===== src/rtl/fp_sort_ctrl_pkg.sv =====
// Package fp: the shared floating-point types for the frame sorter.
//   float        - packed single-precision word {sign, exp, frac}
//   sort_state_e - LOAD / SORT / DRAIN controller states
//   mag_greater  - strict magnitude compare (exp, then frac), sign ignored
package fp;

  localparam int EXPONENT_BITS = 8;
  localparam int FRACTION_BITS = 23;

  typedef struct packed {
    logic                     sign;
    logic [EXPONENT_BITS-1:0] exp;
    logic [FRACTION_BITS-1:0] frac;
  } float;

  typedef enum logic [1:0] {
    LOAD  = 2'd0,
    SORT  = 2'd1,
    DRAIN = 2'd2
  } sort_state_e;

  // Exponent and fraction concatenate into one unsigned magnitude, so a
  // plain integer compare orders them. NaN/Inf are treated as huge values.
  function automatic logic mag_greater(input float x, input float y);
    return {x.exp, x.frac} > {y.exp, y.frac};
  endfunction

endpackage


===== src/rtl/fp_sort_ctrl_sorter.sv =====
// fp_sorter: combinational compare-swap of two floats by magnitude.
//   a, b    - operands (a is the earlier slot in the buffer)
//   bign    - operand with the larger magnitude
//   smalln  - the other operand
// Ties keep a in bign, which is what makes the surrounding sort stable.
module fp_sorter
  import fp::*;
(
  input  float a,
  input  float b,
  output float bign,
  output float smalln
);

  always_comb begin
    bign   = a;
    smalln = b;
    if (mag_greater(b, a)) begin
      bign   = b;
      smalln = a;
    end
  end

endmodule


===== src/rtl/fp_sort_ctrl.sv =====
// fp_sort_ctrl: loads a frame of up to DEPTH floats, bubble-sorts it in
// place by descending magnitude with one shared compare-swap unit, then
// streams the sorted frame out.
//   clock, reset          - single clock, synchronous active-high reset
//   in_valid/in_ready     - load handshake, in_data + in_last per entry
//   out_valid/out_ready   - drain handshake, out_data + out_last per entry
//   busy                  - high whenever the controller is not loading
module fp_sort_ctrl
  import fp::*;
#(
  parameter int DEPTH = 8
) (
  input  logic clock,
  input  logic reset,
  input  logic in_valid,
  output logic in_ready,
  input  float in_data,
  input  logic in_last,
  output logic out_valid,
  input  logic out_ready,
  output float out_data,
  output logic out_last,
  output logic busy
);

  localparam int CW = $clog2(DEPTH + 1);
  localparam int IW = $clog2(DEPTH);
  localparam logic [CW-1:0] ONE  = CW'(1);
  localparam logic [CW-1:0] TWO  = CW'(2);
  localparam logic [CW-1:0] FULL = CW'(DEPTH);

  sort_state_e   state;
  sort_state_e   state_next;
  float          entries [DEPTH];
  logic [CW-1:0] count;
  logic [CW-1:0] j;
  logic [CW-1:0] rd;
  logic          swap_seen;

  logic [CW-1:0] count_plus1;
  logic [CW-1:0] j_plus1;
  float          cmp_a;
  float          cmp_b;
  float          bign;
  float          smalln;
  logic          swap_now;
  logic          pass_end;
  logic          load_fire;
  logic          drain_fire;

  assign count_plus1 = count + ONE;
  assign j_plus1     = j + ONE;
  assign cmp_a       = entries[j[IW-1:0]];
  assign cmp_b       = entries[j_plus1[IW-1:0]];
  assign swap_now    = (bign != cmp_a);
  assign pass_end    = (j == count - TWO);

  fp_sorter u_sorter (
    .a      (cmp_a),
    .b      (cmp_b),
    .bign   (bign),
    .smalln (smalln)
  );

  assign busy     = (state != LOAD);
  assign out_data = entries[rd[IW-1:0]];

  always_ff @(posedge clock) begin
    if (reset) begin
      state <= LOAD;
    end else begin
      state <= state_next;
    end
  end

  // A one-entry frame is already sorted, so it skips SORT entirely.
  // SORT only leaves at the end of a pass that saw no swap at all,
  // including the compare happening on that final cycle.
  always_comb begin
    state_next = state;
    in_ready   = 1'b0;
    out_valid  = 1'b0;
    out_last   = 1'b0;
    load_fire  = 1'b0;
    drain_fire = 1'b0;
    case (state)
      LOAD: begin
        in_ready  = 1'b1;
        load_fire = in_valid;
        if (load_fire && (in_last || count_plus1 == FULL)) begin
          state_next = (count == '0) ? DRAIN : SORT;
        end
      end
      SORT: begin
        if (pass_end && !(swap_seen || swap_now)) begin
          state_next = DRAIN;
        end
      end
      DRAIN: begin
        out_valid  = 1'b1;
        out_last   = (rd == count - ONE);
        drain_fire = out_ready;
        if (drain_fire && out_last) begin
          state_next = LOAD;
        end
      end
      default: state_next = LOAD;
    endcase
  end

  // Control counters. j and the swap flag are parked at zero while loading
  // so every SORT phase starts a fresh pass at slot 0.
  always_ff @(posedge clock) begin
    if (reset) begin
      count     <= '0;
      j         <= '0;
      rd        <= '0;
      swap_seen <= 1'b0;
    end else begin
      case (state)
        LOAD: begin
          j         <= '0;
          rd        <= '0;
          swap_seen <= 1'b0;
          if (load_fire) begin
            count <= count_plus1;
          end
        end
        SORT: begin
          if (pass_end) begin
            j         <= '0;
            swap_seen <= 1'b0;
          end else begin
            j         <= j_plus1;
            swap_seen <= swap_seen | swap_now;
          end
        end
        DRAIN: begin
          if (drain_fire) begin
            if (out_last) begin
              count <= '0;
              rd    <= '0;
            end else begin
              rd <= rd + ONE;
            end
          end
        end
        default: begin
          count     <= '0;
          j         <= '0;
          rd        <= '0;
          swap_seen <= 1'b0;
        end
      endcase
    end
  end

  // Buffer storage has no reset; a discarded frame is simply overwritten.
  // Writing bign/smalln back unconditionally is harmless when no swap occurs.
  always_ff @(posedge clock) begin
    if (!reset) begin
      if (state == LOAD && load_fire) begin
        entries[count[IW-1:0]] <= in_data;
      end else if (state == SORT) begin
        entries[j[IW-1:0]]       <= bign;
        entries[j_plus1[IW-1:0]] <= smalln;
      end
    end
  end

endmodule


===== config.mk =====
export PLATFORM = sky130hd
export DESIGN_NAME = fp_sort_ctrl
export DESIGN_NICKNAME = d
export VERILOG_FILES = /design/src/rtl/fp_sort_ctrl_pkg.sv /design/src/rtl/fp_sort_ctrl_sorter.sv /design/src/rtl/fp_sort_ctrl.sv
export SDC_FILE = /design/constraint.sdc
export NUM_CORES = 1
export LEC_CHECK = 0
export CAP_MARGIN = 5
export CORE_UTILIZATION = 40
export CTS_BUF_LIST = sky130_fd_sc_hd__clkbuf_2 sky130_fd_sc_hd__clkbuf_4 sky130_fd_sc_hd__clkbuf_8
export DETAILED_ROUTE_END_ITERATION = 8
export PLACE_DENSITY_LB_ADDON = 0.25
export SYNTH_ARGS = -nofsm -noshare
export SYNTH_HDL_FRONTEND = slang
export SYNTH_SLANG_ARGS = --single-unit

===== constraint.sdc =====
create_clock -name clock -period 6.11 [get_ports clock]
set_clock_uncertainty 0.15 [all_clocks]
set_input_delay 0.9165 -clock clock [delete_from_list [all_inputs] [get_ports clock]]
set_output_delay 0.9165 -clock clock [all_outputs]
set_load 0.01 [all_outputs]

# Yosys cells after proc, flatten, opt, wreduce, memory -nomap -nowiden

Memories as Yosys holds them, arrays and structs flattened. A register that Yosys moved wholly into a read port is not among the register bits.
Index checks and enable logic that the tools add are counted.

Eq/ne operators: 12
Multipliers: 0
Reductions and logical operators: 14
Add/sub/neg operators: 5
Bitwise gates (word level): 2
$lt $le $gt $ge: 1
Shift-type cells: 0
Divide/modulo/power cells: 0
Mux-type cells: 37

Operator list:

| operator                                                               | count |
|---|---|
| 32-bit two-way mux                                                     | 3 |
| 32-bit inequality test                                                 | 1 |
| 32-bit OR reduction                                                    | 1 |
| 31-bit greater-than comparator                                         | 1 |
| 4-bit two-way mux                                                      | 6 |
| 4-bit case mux with 2 select lines                                     | 2 |
| 3-bit two-way mux                                                      | 5 |
| 1-bit two-way mux                                                      | 14 |
| 4-bit by 1-bit adder with 4-bit output (second input constant)         | 3 |
| 2-bit inequality test (second input constant)                          | 6 |
| 4-bit case mux with 3 select lines                                     | 1 |
| 4-bit equality test                                                    | 2 |
| 2-bit two-way mux                                                      | 4 |
| 2-bit case mux with 3 select lines                                     | 1 |
| 4-bit equality test (second input constant)                            | 1 |
| 1-bit logical AND                                                      | 4 |
| 4-bit zero test                                                        | 1 |
| 4-bit AND reduction                                                    | 1 |
| 4-bit by 1-bit subtractor with 4-bit output (second input constant)    | 1 |
| 4-bit by 2-bit subtractor with 4-bit output (second input constant)    | 1 |
| 3-bit AND reduction                                                    | 1 |
| 2-bit by 1-bit equality test with 1-bit output (second input constant) | 1 |
| 2-bit equality test (second input constant)                            | 1 |
| 2-bit zero test                                                        | 1 |
| 7 further kinds                                                        | 8 |

Bits in latches: 0
Memory bits (writable): 256
Bits in read-only memories: 0
Flip-flop bits (word level): 15
Output and inout bits: 36
Bits of input ports: 37
Memories kept: 1
Logic and storage cells: 77

Memory list:

| memory  | words | width | read ports | clocked after memory_dff | wr ports | line               | text |
|---|---|---|---|---|---|---|---|
| entries | 8     | 32    | 3          | 2                        | 2        | fp_sort_ctrl.sv:34 | `float entries [DEPTH];` |

# Logic depth before layout (Yosys ltp)

An unclocked memory read counts as a cell.

Depth in word-level cells: 10
Mapped depth: 23
Depth with buffers taken out: 15

# Cells and area by module

A second synthesis with hierarchy kept.

Cells, all modules: 1,849
Area total of the unflattened synthesis: 20,165.6 um^2

Modules (own cells, without submodules):

| module       | area each (um^2) | cells each | times used | seq. area each (um^2) |
|---|---|---|---|---|
| fp_sort_ctrl | 18,308.8         | 1,664      | 1          | 8,107.8 |
| fp_sorter    | 1,856.8          | 185        | 1          | 0.0 |

# Worst setup path before layout

OpenSTA, ideal clock, no wires.

Path kind: register -> register
Start point: register j[1]
End point: memory entries[0][10] (netlist bit), data pin
Stages on the path, launching flop included: 20
Arrival: 4.887 ns
Slack: 0.801 ns
Setup time: 0.271 ns
Required time: 5.689 ns
Path buffers: 8
Cells stage by stage: dfxtp_1 > ha_1 > buf_6 > buf_6 > buf_6 > buf_6 > mux4_2 > mux2i_1 > clkbuf_1 > clkinv_1 > ha_1 > a21o_1 > a211oi_1 > o221ai_1 > a22oi_1 > buf_2 > clkbuf_1 > buf_2 > mux2i_1 > nand4_1

RTL lines:

| element                | line                | text |
|---|---|---|
| from (decl)            | fp_sort_ctrl.sv:36  | `logic [CW-1:0] j;` |
| from (signal assigned) | fp_sort_ctrl.sv:134 | `j <= j_plus1;` |
| to (decl)              | fp_sort_ctrl.sv:34  |  |

==> results.md <==
* Die Wd at 245 µm
* Post-synth EDFFs at 256
* Share of post-route cells with drive strength above 1 at 0.205
* # Max-Cap Violations at 0
* Total grt overflow at 0
* Post-synth top flop: edfxtp_1
* Cell area after layout at 0.0268 mm²
* Min cycle time layout at 5.78 ns
* Met2 Use GR at 0.471
* Core area at 0.0580 mm²
* CP arrival at 6.02 ns
* Largest net degree at the start of global routing at 100
* Critical R2R Launch: j[0]$_SDFFE_PP0N_
* Max Freq at 173 MHz
* Post-route DRC at 0
* Ys Warns at 0
* Final setup margin at 0.331 ns
* GRT met3 Usage at 0.0553
* Vias in the first global route at 20700
* Post-synth ARST share at 0
* CTS clk-pin slew, worst paths at 0.07 ns
* CTS tree: done
* Hpwl dp at 58.1 mm
* Syn_nets at 2380
* DRT iter0 DRCs at 3351
* H-tree depth at 2
* Hold_sp: swap_seen$_SDFFE_PP0N_
* Port Buf Inserts at 72
* Post-CTS setup buffers at 0
* GR Layer Usage met1 at 0.394
* Detail Route Antenna Nets at 0
* Fin. Hold Viols at 0
* Status: finished clean
* Initial antenna violation count at 2
* Post-placement cell count at 3055
* Final net count at 2421
* Cell Area, Placed at 0.0256 mm²
* Hold_buf cts at 0
* Fin Hold WS at 0.358 ns
* Fillers at 5332
* Final slew viol count at 0
* Critical path fanouts, max at 99
* Crit path kind: register to register
* Startpoint Class: register
* Worst slack, placed at 0.426 ns
* GRT busiest layer: met2
* Clk Latency, worst-skew pair at 0.69 ns
* Initial Util at 0.407
* I/O pin cnt at 73
* N_diodes at 0
* Synth Area per Inst at 10.2 µm²
* Synth Register Bits at 277
* Register area share after synthesis at 0.344
* Period Utilization, post-route at 0.946
* Data required, critical path at 6.35 ns
* Final setup vio count at 0
* Synth Cell Area at 0.0236 mm²
* DRT Pass-1 Iters at 8
* Crit. End Element: register
* Routed WL at 91.3 mm
* Worst slew margin at 0.0800
* Library cells used by synthesis at 60
* Clock Tree Root: clkbuf_8
* Syn Inst Count at 2305
* Num CTS Buffers at 54
* Leak at 9.21 nW
* Placer Congestion at 0.889
* Worst-Margin Slew at 1.38 ns
* Fin Setup TNS at 0 ns
* Ranking of synthesized cells by area: edfxtp_1, mux4_2, mux2i_1
* Fin cells at 3155
* Row cnt at 88
* Area fraction of the dominant cell type after synthesis at 0.326
* Die area at 0.0600 mm²
* Vias at 21600
* Worst hold path type: register to register
* CTS max path bufs at 3
* RSZ-0062 raised after global routing: no
* First-pass GRT wire length at 135 mm
* Clock sinks at 277
* GRT Total Usage at 0.301
* Syn-to-layout area delta at 13.5%
* Post-CTS Resized at 0
* Routed vias/inst at 6.85
* Die height at 245 µm
* Critical Path Source: j[0]$_SDFFE_PP0N_
* DR WL/cell at 28.9 µm
* VDD IR max at 0.340 mV
* Synth area leader: edfxtp_1
* PwrDens at 342 mW/mm²
==> cells by family (layout without fill, tap and decap cells) <==
group	after synthesis	after routing	share of synthesized area
AO/OA/AOI/OAI	189	189	0.0593
XOR/XNOR	47	47	0.0182
adder cells (fa/ha/maj)	38	38	0.0202
buffers and inverters	254	339	0.0469
flip-flops	277	277	0.344
multiplexers	494	494	0.308
AND/OR/NAND/NOR	1006	1006	0.204
==> layout make-up <==
class	count	area (µm²)	share of cell area
multi-input combinational	1774	14600	0.544
clock buffer	70	876	0.0327
clock inverter	30	285	0.0107
tap	765	957	0.0357
sequential	277	8130	0.303
inverter	44	165	0.00617
timing repair buffer	195	1810	0.0675
==> final timing paths <==
check / slack (ns) / end / depth (start not counted)
hold reg to reg: 0.36 / swap_seen$_SDFFE_PP0N_ / 2
setup reg to reg: 0.33 / entries[2][7]$_DFFE_PP_ / 14
setup / recovery: 0.33 / entries[2][7]$_DFFE_PP_ / 14
hold / removal: 0.36 / swap_seen$_SDFFE_PP0N_ / 2
==> metrics by stage <==
step / power [mW] / util
detailed placement: 6.98 / 0.441
CTS: 9.07 / 0.461
finish: 9.16 / 0.461
floorplan: 5.37 / -
global route: 9.46 / 0.461
global placement: 6.91 / 0.441
==> report_power, final <==
| part | total [mW] | switching, mW | internal [mW] |
|---|---|---|---|
| combinational | 4.61 | 2.81 | 1.80 |
| sequential | 2.43 | 0.163 | 2.27 |
| clock | 2.11 | 0.928 | 1.19 |
==> cell usage in the layout, fill, tap and decap left out, types with 6 or more instances in the layout <==
cell             count
xnor2_1             25
or3_1               97
o211ai_1            32
nor4_1              12
and2_1               9
nand2_1            123
inv_2               12
buf_4              110
xor2_1              16
nor3_1              23
clkbuf_8            56
nor2b_1              8
mux2_2              48
nor2_1             369
ha_1                37
inv_1               26
buf_12              13
clkbuf_4            14
mux2i_1            263
o221ai_1            58
a21o_1              17
clkdlybuf4s50_1     72
a21oi_1             21
dfxtp_1             14
clkinv_2             9
edfxtp_1           256
clkinv_1            20
nand4_1            142
nand3_1            176
o21ai_4              8
nand2b_1            20
o21ai_0             13
a32oi_1             10
o21a_1               7
mux4_2             176
bufinv_16            6
==> sequential cells by signal (all words and copies together), names as in the netlist, named ones only <==
| name | cells |
|---|---|
| state | 2 |
| count | 4 |
| j | 4 |
| rd | 4 |
| entries | 256 |
| swap_seen | 1 |
==> routing by layer <==
metal / part of all wire / up-vias
met5: 0 / -
met1: 0.37 / 10700
li1: - / 8989
met3: 0.12 / 337
met2: 0.46 / 1595
met4: 0.056 / 0
==> synthesized netlist by cell type, drive strengths merged, types with 3 or more instances <==
master / n
o221ai: 58
clkbuf: 133
clkinv: 6
nor3b: 4
edfxtp: 256
nand2: 127
xor2: 17
a221oi: 3
nand2b: 20
nand3: 176
and2: 9
nor3: 25
ha: 38
mux2i: 269
nor2b: 8
dfxtp: 21
o22ai: 4
xnor2: 30
nor2: 375
o21ai: 23
buf: 77
mux2: 49
or3: 97
o211ai: 32
o21a: 7
nor4: 12
a32oi: 10
mux4: 176
a21oi: 21
a21o: 17
a22oi: 4
inv: 38
nand4: 142
==> critical path, stage by stage, from the launching register on <==
cell and delay (ns):
dfxtp_4 0.43, ha_4 0.84, buf_12 0.30, and2_1 0.45, a32oi_1 0.22, and2_1 0.23, ha_1 0.32, nand4_1 0.29
nor4_1 0.60, nand2_1 0.18, a22oi_2 0.26, buf_12 0.23, buf_12 0.42, mux2i_1 0.29, nand4_1 0.13
Note: power is estimated with default switching activity, not from simulation.
